--- src/rtl/alu_arbiter_if.sv ---
// Request, response and ALU-side signals of alu_arbiter, bundled in one interface.
// The slave modport is the arbiter's view; the master modport is the view of the requesters plus the ALU.
interface alu_arbiter_if #(
  parameter int DW  = 4,
  parameter int OPW = 3
);
  logic           req0_valid;
  logic           req0_ready;
  logic [OPW-1:0] req0_op;
  logic [DW-1:0]  req0_a;
  logic [DW-1:0]  req0_b;
  logic           req1_valid;
  logic           req1_ready;
  logic [OPW-1:0] req1_op;
  logic [DW-1:0]  req1_a;
  logic [DW-1:0]  req1_b;
  logic           rsp0_valid;
  logic           rsp0_ready;
  logic           rsp1_valid;
  logic           rsp1_ready;
  logic [DW-1:0]  rsp_result;
  logic           rsp_overflow;
  logic           rsp_zero;
  logic [OPW-1:0] alu_op;
  logic [DW-1:0]  alu_a;
  logic [DW-1:0]  alu_b;
  logic [DW-1:0]  alu_result;
  logic           alu_overflow;
  logic           alu_zero;

  modport slave (
    input  req0_valid, req0_op, req0_a, req0_b,
    input  req1_valid, req1_op, req1_a, req1_b,
    output req0_ready, req1_ready,
    output rsp0_valid, rsp1_valid, rsp_result, rsp_overflow, rsp_zero,
    input  rsp0_ready, rsp1_ready,
    output alu_op, alu_a, alu_b,
    input  alu_result, alu_overflow, alu_zero
  );

  modport master (
    output req0_valid, req0_op, req0_a, req0_b,
    output req1_valid, req1_op, req1_a, req1_b,
    input  req0_ready, req1_ready,
    input  rsp0_valid, rsp1_valid, rsp_result, rsp_overflow, rsp_zero,
    output rsp0_ready, rsp1_ready,
    input  alu_op, alu_a, alu_b,
    output alu_result, alu_overflow, alu_zero
  );
endinterface

--- src/rtl/alu_arbiter.sv ---
// Round-robin arbiter sharing one combinational ALU between two requesters.
// All handshakes use valid/ready: a transfer happens in any cycle where both are high at the rising edge.
module alu_arbiter #(
  parameter int DW   = 4,
  parameter int OPW  = 3,
  parameter int CNTW = 8
) (
  input  logic            clk,
  input  logic            rst_n,
  alu_arbiter_if.slave    bus,
  output logic            busy,
  output logic [CNTW-1:0] op_count,
  output logic [1:0]      state_dbg
);

  typedef enum logic [1:0] {
    IDLE = 2'd0,
    EXEC = 2'd1,
    RESP = 2'd2
  } state_t;

  state_t         state_q, state_d;
  logic           prio_q, prio_d;
  logic           owner_q, owner_d;
  logic [OPW-1:0] op_q, op_d;
  logic [DW-1:0]  a_q, a_d;
  logic [DW-1:0]  b_q, b_d;
  logic [DW-1:0]  result_q, result_d;
  logic           ovf_q, ovf_d;
  logic           zero_q, zero_d;
  logic           rsp0_valid_q, rsp0_valid_d;
  logic           rsp1_valid_q, rsp1_valid_d;
  logic [CNTW-1:0] cnt_q, cnt_d;
  logic           gnt0, gnt1, rsp_fire;

  always_comb begin
    gnt0         = bus.req0_valid & (~prio_q | ~bus.req1_valid);
    gnt1         = bus.req1_valid & (prio_q | ~bus.req0_valid);
    // Only the owner's ready counts; the other requester's ready is ignored.
    rsp_fire     = owner_q ? (rsp1_valid_q & bus.rsp1_ready)
                           : (rsp0_valid_q & bus.rsp0_ready);
    state_d      = state_q;
    prio_d       = prio_q;
    owner_d      = owner_q;
    op_d         = op_q;
    a_d          = a_q;
    b_d          = b_q;
    result_d     = result_q;
    ovf_d        = ovf_q;
    zero_d       = zero_q;
    rsp0_valid_d = rsp0_valid_q;
    rsp1_valid_d = rsp1_valid_q;
    cnt_d        = cnt_q;
    case (state_q)
      IDLE: begin
        if (gnt0) begin
          op_d    = bus.req0_op;
          a_d     = bus.req0_a;
          b_d     = bus.req0_b;
          owner_d = 1'b0;
          prio_d  = 1'b1;
          state_d = EXEC;
        end else if (gnt1) begin
          op_d    = bus.req1_op;
          a_d     = bus.req1_a;
          b_d     = bus.req1_b;
          owner_d = 1'b1;
          prio_d  = 1'b0;
          state_d = EXEC;
        end
      end
      EXEC: begin
        result_d = bus.alu_result;
        ovf_d    = bus.alu_overflow;
        zero_d   = bus.alu_zero;
        if (owner_q) rsp1_valid_d = 1'b1;
        else         rsp0_valid_d = 1'b1;
        state_d  = RESP;
      end
      RESP: begin
        if (rsp_fire) begin
          rsp0_valid_d = 1'b0;
          rsp1_valid_d = 1'b0;
          cnt_d        = cnt_q + CNTW'(1);
          state_d      = IDLE;
        end
      end
      default: state_d = IDLE;
    endcase
  end

  always_ff @(posedge clk or negedge rst_n) begin
    if (!rst_n) begin
      state_q      <= IDLE;
      prio_q       <= 1'b0;
      owner_q      <= 1'b0;
      op_q         <= '0;
      a_q          <= '0;
      b_q          <= '0;
      result_q     <= '0;
      ovf_q        <= 1'b0;
      zero_q       <= 1'b0;
      rsp0_valid_q <= 1'b0;
      rsp1_valid_q <= 1'b0;
      cnt_q        <= '0;
    end else begin
      state_q      <= state_d;
      prio_q       <= prio_d;
      owner_q      <= owner_d;
      op_q         <= op_d;
      a_q          <= a_d;
      b_q          <= b_d;
      result_q     <= result_d;
      ovf_q        <= ovf_d;
      zero_q       <= zero_d;
      rsp0_valid_q <= rsp0_valid_d;
      rsp1_valid_q <= rsp1_valid_d;
      cnt_q        <= cnt_d;
    end
  end

  // The ALU sees only the operand registers, never the raw request inputs.
  assign bus.alu_op       = op_q;
  assign bus.alu_a        = a_q;
  assign bus.alu_b        = b_q;
  assign bus.req0_ready   = (state_q == IDLE) & gnt0;
  assign bus.req1_ready   = (state_q == IDLE) & gnt1;
  assign bus.rsp0_valid   = rsp0_valid_q;
  assign bus.rsp1_valid   = rsp1_valid_q;
  assign bus.rsp_result   = result_q;
  assign bus.rsp_overflow = ovf_q;
  assign bus.rsp_zero     = zero_q;
  assign busy             = (state_q != IDLE);
  assign op_count         = cnt_q;
  assign state_dbg        = state_q;

endmodule

--- src/flat_wrapper.sv ---
// flat-port wrapper written by rule: the top's interface ports become plain ports
module alu_arbiter_flat 
#(
  parameter int DW   = 4,
  parameter int OPW  = 3,
  parameter int CNTW = 8
)
  (clk, rst_n, busy, op_count, state_dbg, bus_req0_valid, bus_req0_op, bus_req0_a, bus_req0_b, bus_req1_valid, bus_req1_op, bus_req1_a, bus_req1_b, bus_req0_ready, bus_req1_ready, bus_rsp0_valid, bus_rsp1_valid, bus_rsp_result, bus_rsp_overflow, bus_rsp_zero, bus_rsp0_ready, bus_rsp1_ready, bus_alu_op, bus_alu_a, bus_alu_b, bus_alu_result, bus_alu_overflow, bus_alu_zero);
  alu_arbiter_if #(.DW(DW), .OPW(OPW)) bus_i ();
  input  logic clk;
  input  logic rst_n;
  output logic busy;
  output logic [CNTW-1:0] op_count;
  output logic [1:0] state_dbg;
  input wire logic [$bits(bus_i.req0_valid)-1:0] bus_req0_valid;
  input wire logic [$bits(bus_i.req0_op)-1:0] bus_req0_op;
  input wire logic [$bits(bus_i.req0_a)-1:0] bus_req0_a;
  input wire logic [$bits(bus_i.req0_b)-1:0] bus_req0_b;
  input wire logic [$bits(bus_i.req1_valid)-1:0] bus_req1_valid;
  input wire logic [$bits(bus_i.req1_op)-1:0] bus_req1_op;
  input wire logic [$bits(bus_i.req1_a)-1:0] bus_req1_a;
  input wire logic [$bits(bus_i.req1_b)-1:0] bus_req1_b;
  output wire logic [$bits(bus_i.req0_ready)-1:0] bus_req0_ready;
  output wire logic [$bits(bus_i.req1_ready)-1:0] bus_req1_ready;
  output wire logic [$bits(bus_i.rsp0_valid)-1:0] bus_rsp0_valid;
  output wire logic [$bits(bus_i.rsp1_valid)-1:0] bus_rsp1_valid;
  output wire logic [$bits(bus_i.rsp_result)-1:0] bus_rsp_result;
  output wire logic [$bits(bus_i.rsp_overflow)-1:0] bus_rsp_overflow;
  output wire logic [$bits(bus_i.rsp_zero)-1:0] bus_rsp_zero;
  input wire logic [$bits(bus_i.rsp0_ready)-1:0] bus_rsp0_ready;
  input wire logic [$bits(bus_i.rsp1_ready)-1:0] bus_rsp1_ready;
  output wire logic [$bits(bus_i.alu_op)-1:0] bus_alu_op;
  output wire logic [$bits(bus_i.alu_a)-1:0] bus_alu_a;
  output wire logic [$bits(bus_i.alu_b)-1:0] bus_alu_b;
  input wire logic [$bits(bus_i.alu_result)-1:0] bus_alu_result;
  input wire logic [$bits(bus_i.alu_overflow)-1:0] bus_alu_overflow;
  input wire logic [$bits(bus_i.alu_zero)-1:0] bus_alu_zero;
  assign bus_i.req0_valid = bus_req0_valid;
  assign bus_i.req0_op = bus_req0_op;
  assign bus_i.req0_a = bus_req0_a;
  assign bus_i.req0_b = bus_req0_b;
  assign bus_i.req1_valid = bus_req1_valid;
  assign bus_i.req1_op = bus_req1_op;
  assign bus_i.req1_a = bus_req1_a;
  assign bus_i.req1_b = bus_req1_b;
  assign bus_req0_ready = bus_i.req0_ready;
  assign bus_req1_ready = bus_i.req1_ready;
  assign bus_rsp0_valid = bus_i.rsp0_valid;
  assign bus_rsp1_valid = bus_i.rsp1_valid;
  assign bus_rsp_result = bus_i.rsp_result;
  assign bus_rsp_overflow = bus_i.rsp_overflow;
  assign bus_rsp_zero = bus_i.rsp_zero;
  assign bus_i.rsp0_ready = bus_rsp0_ready;
  assign bus_i.rsp1_ready = bus_rsp1_ready;
  assign bus_alu_op = bus_i.alu_op;
  assign bus_alu_a = bus_i.alu_a;
  assign bus_alu_b = bus_i.alu_b;
  assign bus_i.alu_result = bus_alu_result;
  assign bus_i.alu_overflow = bus_alu_overflow;
  assign bus_i.alu_zero = bus_alu_zero;
  alu_arbiter #(.DW(DW), .OPW(OPW), .CNTW(CNTW)) u_core (.clk(clk), .rst_n(rst_n), .bus(bus_i), .busy(busy), .op_count(op_count), .state_dbg(state_dbg));
endmodule
--- config.mk ---
export PLATFORM = sky130hd
export DESIGN_NAME = alu_arbiter_flat
export DESIGN_NICKNAME = d
export VERILOG_FILES = /design/src/rtl/alu_arbiter_if.sv /design/src/rtl/alu_arbiter.sv /design/src/flat_wrapper.sv
export SDC_FILE = /design/constraint.sdc
export NUM_CORES = 1
export LEC_CHECK = 0
export CAP_MARGIN = 20
export CORE_ASPECT_RATIO = 0.5
export CORE_MARGIN = 3
export CORE_UTILIZATION = 41
export DETAILED_ROUTE_END_ITERATION = 8
export PLACE_DENSITY = 0.79
export SLEW_MARGIN = 20
export SYNTH_ARGS = -nofsm -noshare
export SYNTH_HDL_FRONTEND = slang
export SYNTH_SLANG_ARGS = --single-unit
--- constraint.sdc ---
create_clock -name clk -period 2.15 [get_ports clk]
set_clock_uncertainty 0.2 [all_clocks]
set_input_delay 0.43 -clock clk [delete_from_list [all_inputs] [get_ports clk]]
set_output_delay 0.43 -clock clk [all_outputs]
set_load 0.02 [all_outputs]
==> Word level (Yosys, flattened, before mapping) <==
Index checks and enable logic that the tools add are counted.
{ "op_classes": {"addsub": 1, "eq_ne": 6, "n_mux": 20, "bitwise_logic": 11, "n_reduce_logical": 9} }
{ "op_table": {"columns": ["cell", "n"], "rows": [
  ["4-bit two-way mux", 4],
  ["8-bit by 1-bit adder with 8-bit output (second input constant)", 1],
  ["1-bit two-way mux", 8],
  ["1-bit AND", 6],
  ["2-bit two-way mux", 3],
  ["3-bit two-way mux", 2],
  ["2-bit case mux with 3 select lines", 1],
  ["2-bit AND reduction", 3],
  ["3-bit AND reduction", 2],
  ["2-bit nonzero test", 3],
  ["2-bit by 1-bit inequality test with 1-bit output (second input constant)", 2],
  ["1-bit case mux with 2 select lines", 2],
  ["3-bit by 1-bit inequality test with 1-bit output (second input constant)", 1],
  ["1-bit inverter", 3],
  ["2-bit by 1-bit == test with 1-bit output (second input constant)", 1],
  ["2-bit == test (second input constant)", 1],
  ["2-bit logical NOT", 1],
  ["2-bit inequality test (second input constant)", 1],
  ["1-bit bitwise OR", 2]
]} }
{ "totals": {"regBits": 31, "output_inout_bits": 32} }

==> Logic depth before layout (Yosys ltp) <==
Gate-level depths: netlist of the first run.
{ "depth": {"word_depth": 6, "ltp_mapped": 6, "mapped_depth_nobuf": 5} }

==> Least setup slack after synthesis of the first run <==
Ideal clock, no wire load.
{ "synth_path": {"path_type": "reg2out", "start": "reg u_core.state_q[0] (netlist: u_core.state_dbg[0])", "end": "out bus_req0_ready", "arrival_ns": 1.241, "required_time_ns": 1.520, "slack_ns": 0.279, "path_stages_with_launch": 5, "n_path_buf": 0, "cell_sequence": "dfrtp_1 inv_1 ha_1 nand2_1 a21oi_2"} }
{ "synth_via": {"elab_chain_len": 2} }
{ "synth_lines": {"columns": ["element", "line", "rtl"], "rows": [
  ["start: declaration", "alu_arbiter.sv:22", "state_t state_q, state_d;"],
  ["start signal: assignment", "alu_arbiter.sv:107", "state_q <= state_d;"],
  ["2-bit logical NOT", "alu_arbiter.sv:126", "assign bus.req0_ready = (state_q == IDLE) & gnt0;"],
  ["1-bit AND", "alu_arbiter.sv:126", null],
  ["end: declaration", "flat_wrapper.sv:23", "output wire logic [$bits(bus_i.req0_ready)-1:0] bus_req0_ready;"]
]} }
Every way passes these cells.

==> Final worst setup path of the first run <==
{ "layout_path": {"start": "reg u_core.state_q[0] (netlist: u_core.state_dbg[0])", "end": "out busy"} }
{ "layout_via": {"elab_chain_len": 1} }
{ "layout_lines": {"columns": ["element", "line", "rtl"], "rows": [
  ["2-bit nonzero test", "alu_arbiter.sv:133", "assign busy = (state_q != IDLE);"],
  ["end: declaration", "flat_wrapper.sv:12", "output logic busy;"]
]} }
Every way passes these cells.

==> results of run 1 <==
## path summary, 6_finish.rpt
path,to,start,cells after the start,slack (ns)
setup reg to reg,u_core.op_count[1],u_core.state_dbg[0],6,0.24
max in group asynchronous,u_core.op_count[6],rst_n,2,1.11
setup / recovery,busy,u_core.state_dbg[0],5,0.10
hold reg to reg,u_core.op_count[7],u_core.op_count[7],1,0.27
hold / removal,u_core.op_count[7],u_core.op_count[7],1,0.27
min in group asynchronous,u_core.bus.rsp1_valid,rst_n,2,0.35
## flip-flops by register name (all words and copies together) (netlist names), 2 cells and up
signal and count:
u_core.op_count 8, u_core.bus.alu_a 4, u_core.bus.alu_b 4, u_core.bus.rsp_result 4, u_core.bus.alu_op 3, u_core.state_dbg 2
## area by class of cell
cell class	count	area (sq um)	area share, %
clock buffers	8	100	4.23
inverters	9	33.8	1.43
repair buffers	78	737	31.1
flip-flops and latches	31	776	32.8
well taps	48	60.1	2.54
multi-input cells	83	661	27.9
## worst reg2reg max path, delay by kind of cell, from the launching register on
family                     cells  cell delay [ns]
muxes                          1             0.33
adders and majority gates      1             0.26
and+or+nand+nor                2             0.42
buffers and inverters          2             0.19
DFF                            1             0.38
## layer usage
| layer | GRT usage [%] | vias up | routed length (um) |
|---|---|---|---|
| met2 | 32.9 | 36 | 2020 |
| met5 | 0 | - | 0 |
| met3 | 5.57 | 2 | 186 |
| met4 | 4.50 | 0 | 15 |
| li1 | - | 622 | - |
| met1 | 21.7 | 584 | 1540 |
## synthesized netlist by cell type
| cell | instances | area (sq um) |
|---|---|---|
| a211oi_1 | 2 | 15.0 |
| a211oi_2 | 1 | 12.5 |
| a21bo_2 | 1 | 10.0 |
| a21boi_2 | 1 | 11.3 |
| a21o_1 | 1 | 7.51 |
| a21oi_1 | 4 | 20.0 |
| a21oi_2 | 2 | 17.5 |
| a221o_1 | 6 | 60.1 |
| a221oi_1 | 1 | 8.76 |
| a31oi_1 | 1 | 6.26 |
| and2_1 | 6 | 37.5 |
| buf_2 | 1 | 5.00 |
| clkbuf_1 | 1 | 3.75 |
| dfrtp_1 | 31 | 776 |
| ha_1 | 6 | 75.1 |
| inv_1 | 9 | 33.8 |
| mux2_1 | 3 | 33.8 |
| mux2_2 | 6 | 67.6 |
| mux2i_1 | 5 | 50.1 |
| nand2_1 | 10 | 37.5 |
| nand3_1 | 5 | 25.0 |
| nand3b_1 | 1 | 7.51 |
| nand4_1 | 1 | 6.26 |
| nand4_2 | 1 | 12.5 |
| nand4b_2 | 1 | 15.0 |
| nor3b_1 | 1 | 7.51 |
| o21ai_0 | 1 | 5.00 |
| o21ai_1 | 6 | 30.0 |
| o21bai_1 | 1 | 7.51 |
| o22ai_1 | 2 | 12.5 |
| xor2_1 | 7 | 61.3 |
## cells by family after synthesis
kind of cell               synth area share (%)
AOI/OAI and AO/OA                          15.1
xor gates and xnor gates                   4.15
adders and majority gates                  5.08
buffers and inverters                      2.88
DFF                                        52.5
muxes                                      10.2
and+or+nand+nor                            10.1
## power by group through the flow
stage	Combinational [mW]	Clock, mW	Sequential (mW)
after detailed placement	1.78	0	1.02
after floorplan	0.659	0	1.28
after CTS	1.77	0.507	1.02
final	1.74	0.495	1.01
after global routing	1.88	0.539	1.05
after global placement	1.73	0	1.01
## what timing repair did
action	4_1_cts	5_1_grt
resized for setup	4	3
pin swaps	0	0
hold buffers	0	0
setup endpoints to repair	3	2
## per-stage QoR
step | setup WS [ns] | hold WS [ns]
after global placement | -0.261 | 0.255
after floorplan | 0.279 | -0.0656
after detailed placement | -0.283 | 0.266
after global routing | 0.0346 | 0.302
after CTS | 0.000669 | 0.277
final | 0.101 | 0.271
==> metrics.yaml, run 1 <==
status: "completed"
cts_tree: "done"
yosysUniqueCellTypes: 31
grt_overflow_total: 0
required_ns: 1.52
power.density_mw_per_mm2: 1370
crit_path_frequent_cell: "inv_1"
post-dp-hpwl_um: 2930
clk_latency_ns: 0.28
layout_commonest_cell: "clkdlybuf4s50_1"
drt_first_pass_iters: 4
dieHeight_um: 48.5
cts_sinks: 31
n_fill_cell: 247
worstPathMaxFanout: 3
finalNonFillerCells: 257
cts_root_buf: "clkbuf_8"
placed_cell_area_sq_mm: 0.00228
ctsHtreeMaxLevel: 2
worstMarginPinSlew_ns: 0.399
track_usage_pct: 18.3
p_int_mw: 2.02
die-area_sq_mm: 0.00441
final_cell_mix: "62 x clkdlybuf4s50_1, 31 x dfrtp_1, 13 x buf_4"
ys_seq_area_share_pct: 52.5
post-cts-setup-buffers: 0
synth_nets: 165
clk_path_buf_depth: 2
grt_pass1_wl_um: 6330
rsz0062_at_grt: "no"
final_cell_area_sq_mm: 0.00237
diodes: 0
path_class: "register to output pin"
setup_viol: 0
power_mw: 3.25
tns_ns: 0
drc: 0
core_area_sq_mm: 0.00322
hold_class: "register to register"
vias: 1244
cp_slowest_stage_delay_ns: 0.35
crit_family: "buffers and inverters"
ios: 66
ys_warn_count: 0
slew_viol_final: 0
fin_util_pct: 73.4
totalWireLength_um: 3760
worstPathCellList: "inv_1 > ha_1 > buf_4 > inv_1 > dlygate4sd2_1"
crit_buf_inv: 4
cap_violations: 0
antenna_found_initial: 0
cp_data_arrival_time_ns: 1.42
dp.cells: 249
slowest_stage: "dfrtp_1"
clock_power_share_pct: 15.2
clock.fmax_mhz: 488
ys_seq_elements: 31
synth_area_sq_mm: 0.00148
cp-end-kind: "output pin"
netlist_instances: 125
p_switching_mw: 1.23
grt_max_degree: 32
cp-start-kind: "register"
die_width_um: 90.9
switching_share_pct: 37.9
syn_avg_cell_area_sq_um: 11.8
wl_per_cell_um: 14.6
clkTransAtPathRegs_ns: 0.06
p_comb_share_pct: 53.6
start_util_pct: 45.9
peakVddDrop_uv: 703
leakage_nw: 1.08
maxSlewHeadroom_pct: 73.4
gp_congestion: 0.765
cts_buffers: 5
antenna_left: 0
rows: 14
drt_iter0_drc: 31
min_period_ns: 2.05
hold_viol: 0
fin_nets: 248
layout-drive-gt1-share_pct: 16.7
pwr-share-seq_pct: 31.2
grt_pass1_vias: 1247
syn2layout_area_growth_pct: 60.1
portBuffers: 65
period_share_pct: 95.3
routed_via_density: 4.84
Power figures use the tool's default switching activity.
==> run 2, diff against run 1 <==
- CORE_UTILIZATION: 41 -> 50
- DONT_BUFFER_PORTS: unset -> 1
- PLACE_DENSITY: 0.79 -> unset
- TNS_END_PERCENT: unset -> 10
==> metrics.yaml, run 2 (synthesized netlist as in run 1, its figures left out) <==
status: "completed"
grt_max_degree: 32  # unchanged
rows: 13  # -1
worstMarginPinSlew_ns: 0.422  # +0.0223 ns
final_cell_area_sq_mm: 0.00169  # -29%
maxSlewHeadroom_pct: 71.7  # -1.7 points
totalWireLength_um: 3240  # -14%
peakVddDrop_uv: 1000  # +43%
syn2layout_area_growth_pct: 14.0
worstPathMaxFanout: 8  # +5
clk_latency_ns: 0.29  # about the same
finalNonFillerCells: 173  # -33%
cp-end-kind: "output pin"
die_width_um: 82.9  # -8.8%
layout-drive-gt1-share_pct: 19.9  # +3.1 points
r2r-start: "u_core.state_dbg[0]"
clock.fmax_mhz: 485  # -0.60%
routed_via_density: 5.95  # +23%
cp_data_arrival_time_ns: 1.43  # about the same
cts_tree: "done"
clk_path_buf_depth: 2  # unchanged
track_usage_pct: 19.0  # +0.70 points
required_ns: 1.52  # about the same
cts_root_buf: "clkbuf_8"
cts_sinks: 31  # unchanged
antenna_left: 0  # unchanged
hold_viol: 0  # unchanged
fin_nets: 175  # -29%
drt_iter0_drc: 24  # -23%
p_comb_share_pct: 34.3  # -19 points
cp-start-kind: "register"
seq_area_sq_um: 776  # unchanged
cts_buffers: 5  # unchanged
hold_path_depth: 1  # unchanged
n_fill_cell: 213  # -14%
p_int_mw: 1.49  # -26%
switching_share_pct: 44.5  # +6.6 points
rsz0062_at_grt: "no"
multi_input_comb_area_sq_um: 688  # +4.2%
final_cell_mix: "31 x dfrtp_1, 10 x nand2_1, 8 x inv_1"
largest_reg_flops: 8  # unchanged
worstHoldEndpoint: "u_core.bus.alu_a[1]"
clock_power_share_pct: 16.9  # +1.7 points
rr_worst_depth: 5  # -1
period_share_pct: 95.9  # +0.58 points
worst_r2r_endpoint: "u_core.op_count[1]"
pwr-share-seq_pct: 48.8  # +18 points
path_class: "register to output pin"
dp.cells: 163  # -35%
r2r_slack_ns: 0.25  # about the same
tns_ns: 0  # unchanged
ctsHtreeMaxLevel: 2  # unchanged
power_mw: 2.68  # -17%
p_switching_mw: 1.19  # -3.2%
gp_congestion: 0.675  # -12%
power.density_mw_per_mm2: 1590  # +16%
die-area_sq_mm: 0.00369  # -16%
hold_start: "bus_req1_a[1]"
vias: 1029  # -17%
post-cts-setup-buffers: 0  # unchanged
dieHeight_um: 44.5  # -8.3%
ios: 66  # unchanged
drt_first_pass_iters: 4  # unchanged
grt_pass1_vias: 1137  # -8.8%
drc: 0  # unchanged
leakage_nw: 0.783  # -27%
cap_violations: 0  # unchanged
placed_cell_area_sq_mm: 0.00154  # -32%
post-dp-hpwl_um: 2360  # -19%
hold_class: "input port to register"
grt_overflow_total: 0  # unchanged
clkTransAtPathRegs_ns: 0.07  # about the same
diodes: 0  # unchanged
start_util_pct: 54.8  # +8.9 points
wl_per_cell_um: 18.7  # +28%
portBuffers: 0  # -100%
antenna_found_initial: 0  # unchanged
core_area_sq_mm: 0.00270  # -16%
layout_commonest_cell: "dfrtp_1"
grt_pass1_wl_um: 5290  # -17%
min_period_ns: 2.06  # +0.0125 ns
slew_viol_final: 0  # unchanged
setup_viol: 0  # unchanged
run 2: worst max-delay path by stage:
stage                        startpoint              to  slack [ns]  cells past startpoint
floorplan           u_core.state_dbg[0]  bus_req0_ready        0.28                      4
global placement    u_core.state_dbg[1]  bus_req0_ready        0.32                      4
detailed placement  u_core.state_dbg[1]  bus_req0_ready        0.24                      4
CTS                 u_core.state_dbg[1]  bus_req0_ready        0.02                      4
global route        u_core.state_dbg[0]  bus_req0_ready        0.02                      4
finish              u_core.state_dbg[0]  bus_req0_ready        0.09                      4
run 2: final cells by class:
class | count | area share (%)
Clock buffer | 5 | 4.08
Clock inverter | 3 | 1.19
Inverter | 9 | 2.00
Multi-Input combinational cell | 83 | 40.8
Sequential cell | 31 | 46.0
Tap cell | 37 | 2.75
Timing Repair Buffer | 5 | 3.12
run 2: metal layers:
layer / vias up / GRT usage (%) / part of all wire (%)
met3: 6 / 10.8 / 13
met2: 58 / 34.4 / 50
met1: 498 / 18.7 / 36
li1: 467 / - / -
met4: 0 / 7.82 / 1.3
met5: - / 0 / 0
run 2: worst max-delay path, cell delays in order, from the launching register on:
cell,delay (ns)
dfrtp_1,0.38
inv_1,0.14
ha_4,0.18
nand2_1,0.10
a21oi_4,0.34
run 2: power by group through the flow:
stage | clock network [mW] | logic (mW) | registers [mW]
floorplan | 0 | 0.659 | 1.28
global placement | 0 | 0.803 | 1.30
detailed placement | 0 | 0.865 | 1.31
CTS | 0.461 | 0.898 | 1.31
global route | 0.484 | 1.03 | 1.34
finish | 0.453 | 0.921 | 1.31
run 2: stage by stage:
stage	worst slack (ns)	utilization (%)	hold WS [ns]
4_1_cts	0.0249	62.0	0.0754
3_5_place_dp	0.241	57.0	-0.0648
6_report	0.0881	62.4	0.0750
5_1_grt	0.0204	62.4	0.0717
3_3_place_gp	0.319	57.0	-0.0648
2_1_floorplan	0.279	-	-0.0656
run 2: timing repair:
| item | 4_1_cts | 5_1_grt |
|---|---|---|
| pin swaps | 0 | 0 |
| hold buffers | 2 | 0 |
| resized for setup | 2 | 3 |
| setup endpoints to repair | 2 | 2 |
| hold endpoints to repair | 31 | 0 |
==> run 3, diff against run 2 <==
- CORE_UTILIZATION: 50 -> 41
- DONT_BUFFER_PORTS: 1 -> unset
- PLACE_DENSITY: unset -> 0.79
==> results of run 3 <==
No change in the layout: final DEF, timing and power equal those of run 1.
==> RTL change, RTL diff (config.mk and constraints of run 2) <==
Take the reset off `b_q` and load it in a clocked block of its own.
--- a/src/rtl/alu_arbiter.sv
+++ b/src/rtl/alu_arbiter.sv
@@ -96,7 +96,6 @@
       owner_q      <= 1'b0;
       op_q         <= '0;
       a_q          <= '0;
-      b_q          <= '0;
       result_q     <= '0;
       ovf_q        <= 1'b0;
       zero_q       <= 1'b0;
@@ -109,7 +108,6 @@
       owner_q      <= owner_d;
       op_q         <= op_d;
       a_q          <= a_d;
-      b_q          <= b_d;
       result_q     <= result_d;
       ovf_q        <= ovf_d;
       zero_q       <= zero_d;
@@ -117,6 +115,10 @@
       rsp1_valid_q <= rsp1_valid_d;
       cnt_q        <= cnt_d;
     end
+  end
+
+  always_ff @(posedge clk) begin
+    b_q <= b_d;
   end
 
   // The ALU sees only the operand registers, never the raw request inputs.
Function: changed (a bounded check fails within 4 cycles, from zero or initial values and one cycle with rst_n low).
==> RTL change against run 2 <==
Power fell by 5.3%. Synthesized area fell by 2.0%. Worst setup slack improved by 0.021 ns. Final area fell by 1.2%. Cell count rose by 0.58%. Sequential cell count did not move. Synthesized cell count fell by 2.4%. Routed wire length fell by 9.1%. Combinational power fell by 8.7%. Highest routed layer unchanged.
==> RTL change: results <==
metrics = {
    "cts": {
        "cts_post_setup_buffers_inserted": 0,
        "cts.root.buffer_cell": "sky130_fd_sc_hd__clkbuf_8",
        "cts_inserted_buffers": 5,
    },
    "cells_and_area": {
        "fillCellCount": 222,
        "layout-drive-gt1-share": 0.270,
        "largest_register_ffs": 8,
        "post_layout_nets": 176,
    },
    "placement": {
        "placedInstanceArea_um2": 1540,
        "routabilityCongestion": 0.767,
        "buffer_ports.inserted": 0,
        "dp_hpwl_um": 2140,
    },
    "synth": {
        "ys_async_sr_fraction": 0.871,
        "ys_top_cells_by_count": "sky130_fd_sc_hd__dfrtp_1, sky130_fd_sc_hd__nand2_1, sky130_fd_sc_hd__mux2_2",
        "number_of_distinct_library_cells_after_synthesis": 27,
        "netlist_top_cells_area": "sky130_fd_sc_hd__dfrtp_1, sky130_fd_sc_hd__mux2_2, sky130_fd_sc_hd__edfxtp_1, sky130_fd_sc_hd__ha_1, sky130_fd_sc_hd__nand2_1",
        "yosysSeqAreaShare": 0.549,
        "synth-main-ff-cell": "sky130_fd_sc_hd__dfrtp_1",
        "synthesis.nets": 162,
        "ys.warnings.count": 0,
        "synth-edff-count": 4,
    },
    "critical_path": {
        "worst-r2r-setup-slack_ns": 0.18,
        "crit_path_start": "u_core.state_dbg[1]$_DFFE_PN0P_",
        "maximum_fanout_along_the_worst_path": 7,
        "worst_flop_to_flop_path_startpoint": "u_core.state_dbg[0]$_DFFE_PN0P_",
        "cell_type_of_the_slowest_stage_on_the_worst_timing_path": "sky130_fd_sc_hd__dfrtp_1",
        "critical_path.max_stage_delay_ns": 0.41,
        "critPathCapture": "bus_req1_ready",
        "arrival_ns": 1.41,
    },
    "power_and_ir_drop": {
        "ir_drop_v": 0.000712,
        "power.leakage_nw": 0.752,
    },
    "detailed_routing": {
        "post_drt_wl_per_cell_um": 16.9,
        "via_count": 947,
        "drt_iter0_drc": 18,
    },
    "grt": {
        "grt_pass1_vias": 1016,
        "globalRouteMet2Util": 0.300,
        "grt_first_pass_wirelength_um": 4620,
        "grt_antenna_before_repair": 0,
        "grt.met1_usage": 0.187,
        "grt_max_degree": 28,
        "gr-usage-all-layers": 0.176,
        "groute.layer.met3.usage": 0.0996,
    },
    "outcome": {
        "status": "complete, no violations",
    },
    "hold_path": {
        "hold_end": "u_core.prio_q$_DFFE_PN0P_",
        "hp-start": "bus_req1_valid",
    },
    "timing": {
        "timing_worst_slew_pin_value_ns": 0.386,
        "timing.final.setup_violations": 0,
    },
}
==> RTL change: cell count changes after synthesis, sizes merged, moves of 4 or more <==
cell    delta
a221o      -6
and2       -5
dfrtp      -4
edfxtp     +4
mux2       +5
nand2      +8
xnor2      +6
xor2       -6
==> RTL change: where the power goes <==
group          internal, W  switching (W)  total (W)
clock network     0.000221       0.000210   0.000431
registers         0.000836       0.000431    0.00127
logic             0.000407       0.000434   0.000841
total              0.00146        0.00108    0.00254
==> RTL change: cell families after synthesis <==
logic type,count (synthesis),synth area share
xor gates and xnor gates,7,0.0423
DFF,31,0.549
buffers and inverters,10,0.0294
muxes,18,0.136
adders and majority gates,6,0.0518
and+or+nand+nor,28,0.0915
AOI/OAI and AO/OA,22,0.0993
==> RTL change: metrics by stage <==
step                      total power [W]  instances  hold slack (ns)  worst slack, ns   util
after floorplan                   0.00183        122          -0.0656            0.113      -
after global placement            0.00202        164          -0.0649            0.352  0.573
after detailed placement          0.00208        164          -0.0650            0.271  0.573
after CTS                         0.00254        174           0.0405           0.0498  0.617
after global routing              0.00273        174           0.0441          0.00898  0.621
final                             0.00254        174           0.0480            0.109  0.621
==> RTL change: timing repair <==
action / CTS / global route
hold endpoints to repair: 27 / 0
gates resized for setup: 1 / 1
endpoints found under the setup margin: 1 / 1
gates cloned: 0 / 0
hold buffers: 2 / 0
==> RTL change: area by class of cell <==
type                            instances  share of cell area
Inverter                                7              0.0158
Clock buffer                            5              0.0413
Sequential cell                        31               0.478
Timing Repair Buffer                   10              0.0541
Clock inverter                          3             0.00902
Multi-Input combinational cell         81               0.374
Tap cell                               37              0.0278
==> RTL change: routing by layer <==
layer,part of all wire,vias up
met2,0.50,53
met3,0.11,3
li1,-,449
met4,0.0058,0
met1,0.39,442
met5,0,-
